File: src/rtl/ysyx_040066_mul_issue.sv
// ysyx_040066_mul_issue: valid/ready issue stage and stage tracking for the 2-stage multiplier
module ysyx_040066_mul_issue #(
  parameter int TAG_W = 5,
  parameter int CNT_W = 32
) (
  input  logic             clk,
  input  logic             rst,
  input  logic             flush,
  input  logic             in_valid,
  output logic             in_ready,
  input  logic [63:0]      in_src1,
  input  logic [63:0]      in_src2,
  input  logic [1:0]       in_op,
  input  logic             in_is_w,
  input  logic [TAG_W-1:0] in_tag,
  output logic [63:0]      mul_src1,
  output logic [63:0]      mul_src2,
  output logic [1:0]       mul_ctr_in,
  output logic [1:0]       mul_ctr,
  output logic             mul_is_w,
  output logic             mul_block,
  input  logic [63:0]      mul_result,
  output logic             out_valid,
  input  logic             out_ready,
  output logic [63:0]      out_data,
  output logic [TAG_W-1:0] out_tag,
  output logic             busy,
  output logic [CNT_W-1:0] done_cnt
);
  logic             v1, v2, w1, hold;
  logic [1:0]       op1;
  logic [TAG_W-1:0] tag1, tag2;
  assign hold       = v2 & ~out_ready;
  assign mul_block  = hold;
  assign in_ready   = ~hold;
  assign mul_src1   = in_src1;
  assign mul_src2   = in_src2;
  assign mul_ctr_in = in_op;
  assign mul_ctr    = op1;
  assign mul_is_w   = w1;
  assign out_valid  = v2;
  assign out_data   = mul_result;
  assign out_tag    = tag2;
  assign busy       = v1 | v2;
  // W-forms only exist for the low product, so any other op is folded to MUL
  always_ff @(posedge clk) begin
    if (rst) begin
      v1   <= 1'b0;
      v2   <= 1'b0;
      op1  <= 2'b00;
      w1   <= 1'b0;
      tag1 <= '0;
      tag2 <= '0;
    end else if (flush) begin
      v1 <= 1'b0;
      v2 <= 1'b0;
    end else if (!hold) begin
      v1   <= in_valid;
      op1  <= in_is_w ? 2'b00 : in_op;
      w1   <= in_is_w;
      tag1 <= in_tag;
      v2   <= v1;
      tag2 <= tag1;
    end
  end
  always_ff @(posedge clk) begin
    if (rst) done_cnt <= '0;
    else if (out_valid & out_ready & ~flush) done_cnt <= done_cnt + 1'b1;
  end
endmodule

File: config.mk
export PLATFORM = sky130hd
export DESIGN_NAME = ysyx_040066_mul_issue
export DESIGN_NICKNAME = d
export VERILOG_FILES = /design/src/rtl/ysyx_040066_mul_issue.sv
export SDC_FILE = /design/constraint.sdc
export NUM_CORES = 1
export LEC_CHECK = 0
export CAP_MARGIN = 40
export CORE_AREA = 10 10 166 168
export CTS_CLUSTER_DIAMETER = 50
export DETAILED_ROUTE_END_ITERATION = 8
export DIE_AREA = 0 0 176 178
export DONT_BUFFER_PORTS = 1
export GPL_ROUTABILITY_DRIVEN = 0
export SKIP_CTS_REPAIR_TIMING = 1
export SLEW_MARGIN = 20
export SYNTH_ARGS = -nofsm -noshare
export SYNTH_HDL_FRONTEND = slang
export SYNTH_SLANG_ARGS = --single-unit
File: constraint.sdc
create_clock -name clk -period 2 [get_ports clk]
set_input_delay 0.2 -clock clk [delete_from_list [all_inputs] [get_ports clk]]
set_output_delay 0.2 -clock clk [all_outputs]
set_load 0.05 [all_outputs]
==> results by group <==
Timing
  – RSZ-0062 raised after global routing: yes
  – Crit path time final: 1.964 ns
  – Worst slew pin tran: ~0.79 ns
  – Final hold violation count: 9
  – Fmax: ~510 MHz
  – Final Skew: around 0.0061 ns
  – Final worst slack: 0.03586 ns
  – Final TNS setup: 0 ns
  – Final setup fails: 0
  – Final period util: approximately 100%
  – Fin. max-slew vios: 0
  – Worst Hold Slack: -0.007132 ns
  – Slew margin rel.: 47.29%

Place
  – Post-DP Area: approximately 2800 um^2
  – PortBufs: 0
  – HPWL Detailed: between 10000 and 15000 um
  – # placed instances: between 600 and 700
  – Pre-CTS worst setup slack: about 0.037 ns

Outcome
  – Status: complete, but fails checks
  – Failing checks: hold timing

Routing
  – DR WL/cell: 20.73 um
  – Final wirelength: 12730 um
  – Iter 0 DRT Violations: 93
  – DR vias: 2295
  – Post-DRT Antenna Nets: 0
  – Pre-Repair DR Iteration Count: 4
  – Via density: roughly 3.7
  – DRC: 0

Finish
  – Share of layout cells above drive strength 1: 25.86%
  – Finished Layout Cells: 614
  – Layout fillers: 2828
  – Final instance area: 3018 um^2
  – Fin nets: 495
  – Area delta synth->final: -15.28%
  – Diode count: 0

Synthesis
  – Number of synthesized flops with an enable pin: 0
  – Commonest cells post-synth: 194 x buf_4, 47 x dfxtp_1, 33 x a21oi_1, 31 x nand2_1
  – XOR/XNOR Fraction of Synth Area: 2.213%
  – Synth area leader: buf_4
  – Most common cell in the synthesized netlist: buf_4
  – Dominant cells by area after synthesis: buf_4 41%, dfxtp_1 26%, a21oi_1 4.6%
  – Synth Area in Adders: 0.3512%
  – Top-area cell type share of the netlist area: 40.89%
  – Seq/Total Area, Yosys: 26.41%
  – Synth Cell Area: about 3600 um^2
  – Synth Area per Inst: 8.005 um^2
  – Mux cell area share after synthesis: 1.194%
  – Post-Syn Nets: between 600 and 700
  – Compound-Gate Fraction of Synth Area: under 10%
  – Ys Warns: 0
  – Synth async-reset ratio: 0%
  – Main combinational cell family by area after synthesis: buffers and inverters
  – Synth cell types: 32
  – Post-synthesis register bit count: 47
  – Post-Syn Instances: 445
  – Dominant synthesized flop cell: dfxtp_1
  – Post-Synth Simple-Gate Area: 17.32%

Global route
  – Most used routing layer: met2
  – Met3 Usage GRT: 6.998%
  – Gr usage total: 7.588%
  – Initial antenna violation count: 0
  – GRT Residual Overflow: 0
  – Met2 global-route usage: 11.79%
  – Routing usage on met1: 5.513%
  – Largest net degree at the start of global routing: 50
  – First-pass GRT wire length: approximately 17000 um
  – Vias in the first global route: about 2200

Clock network
  – CTS buffer count: 5
  – Maximum clock path buffer count: 2
  – Clk slew on worst S/H paths: 0.06 ns
  – # clock sinks: 47
  – Worst-Skew Late Latency: 0.29 ns
  – CTS tree: done
  – Clk root buf: clkbuf_16
  – H-tree depth: 2

Critical path
  – Crit end category: flop
  – CP startpoint kind: flop
  – Arrival time of the worst setup path: approximately 2.2 ns
  – Worst EP required: 2.22 ns
  – Setup Crit Path Kind: reg -> reg
  – CP Max Fanout: 26

Power
  – Peak VDD IR: 0.3340 mV
  – Overall power: approximately 1.9 mW
  – Power density over cell area: ~630 nW/um^2
  – Leakage power: 0.9848 nW

Die
  – Die width: around 180 um
  – Rows: 57
  – Core Region: 24110 um^2
  – I/O pins: between 400 and 500
  – Initial core utilization: roughly 15%
  – Die H: 178 um
  – Die area: 31330 um^2

Run
  – # Max-Cap Violations: 0

Worst hold path
  – Min-Delay Path Class: in -> reg
## power by group
part	switching, mW	internal [mW]
clock network	0.363	0.533
registers	0.0214	0.940
logic	0.0347	0.0177
total	0.419	1.49
## layout make-up
type / instances / area, um^2 / area share, %
Clock buffer: 7 / 152.6 / 5.058
Clock inverter: 1 / 6.256 / 0.2073
Inverter: 7 / 26.28 / 0.8706
Multi-Input combinational cell: 179 / 1067 / 35.36
Sequential cell: 47 / 974.7 / 32.30
Tap cell: 324 / 405.4 / 13.43
Timing Repair Buffer: 49 / 385.4 / 12.77
## critical path: stages (launching register included)
cell and delay (ns):
dfxtp_4 0.36, nand4_4 0.10, or4_4 0.67, buf_6 0.18, or4_1 0.46, a21oi_1 0.13
## flip-flops by register name, summed over array words and instances (netlist names)
| name | flops |
|---|---|
| done_cnt | 32 |
| out_valid | 1 |
| tag1 | 5 |
| mul_ctr | 2 |
| mul_is_w | 1 |
| v1 | 1 |
| out_tag | 5 |
## stage by stage
step,hold slack [ns],util [%]
global route,-0.02443,12.52
floorplan,0.2718,-
detailed placement,0.2762,11.65
finish,-0.007132,12.52
global placement,0.2743,11.65
CTS,-0.02911,12.31
## layer usage
layer | up-vias | share of wire [%]
met1 | 1036 | 26
li1 | 983 | -
met3 | 103 | 20
met5 | - | 0.24
met2 | 171 | 45
met4 | 2 | 8.0
## path summary, 6_finish.rpt
path	slack, ns	startpoint	cells after the start	end
max	0.04	done_cnt[5]	5	done_cnt[17]
max reg2reg	0.04	done_cnt[5]	5	done_cnt[17]
min reg2reg	0.45	tag1[3]	2	out_tag[3]
min	-0.007	rst	1	done_cnt[17]
## cell usage in the layout (no fill, tap or decap), drive strengths merged
master / count
dlygate4sd3: 4
nand4: 10
mux2: 2
dfxtp: 47
and4: 3
ha: 1
or4: 17
nor2b: 3
buf: 45
xnor2: 4
xor2: 5
nor3: 4
or3: 5
o31ai: 16
inv: 8
o21ai: 4
and3b: 1
mux2i: 2
nand2: 31
nor2: 14
and2: 2
nand3: 10
nand4b: 1
and3: 4
nor4: 3
or2: 2
nand3b: 2
clkbuf: 7
a21oi: 33
## cell families after synthesis
group | after synthesis
xor+xnor | 9
compound gates | 53
flops | 47
buf+inv | 219
fa+ha+maj | 1
simple gates | 112
mux | 4
No activity file was read; power rests on OpenSTA's default activity.
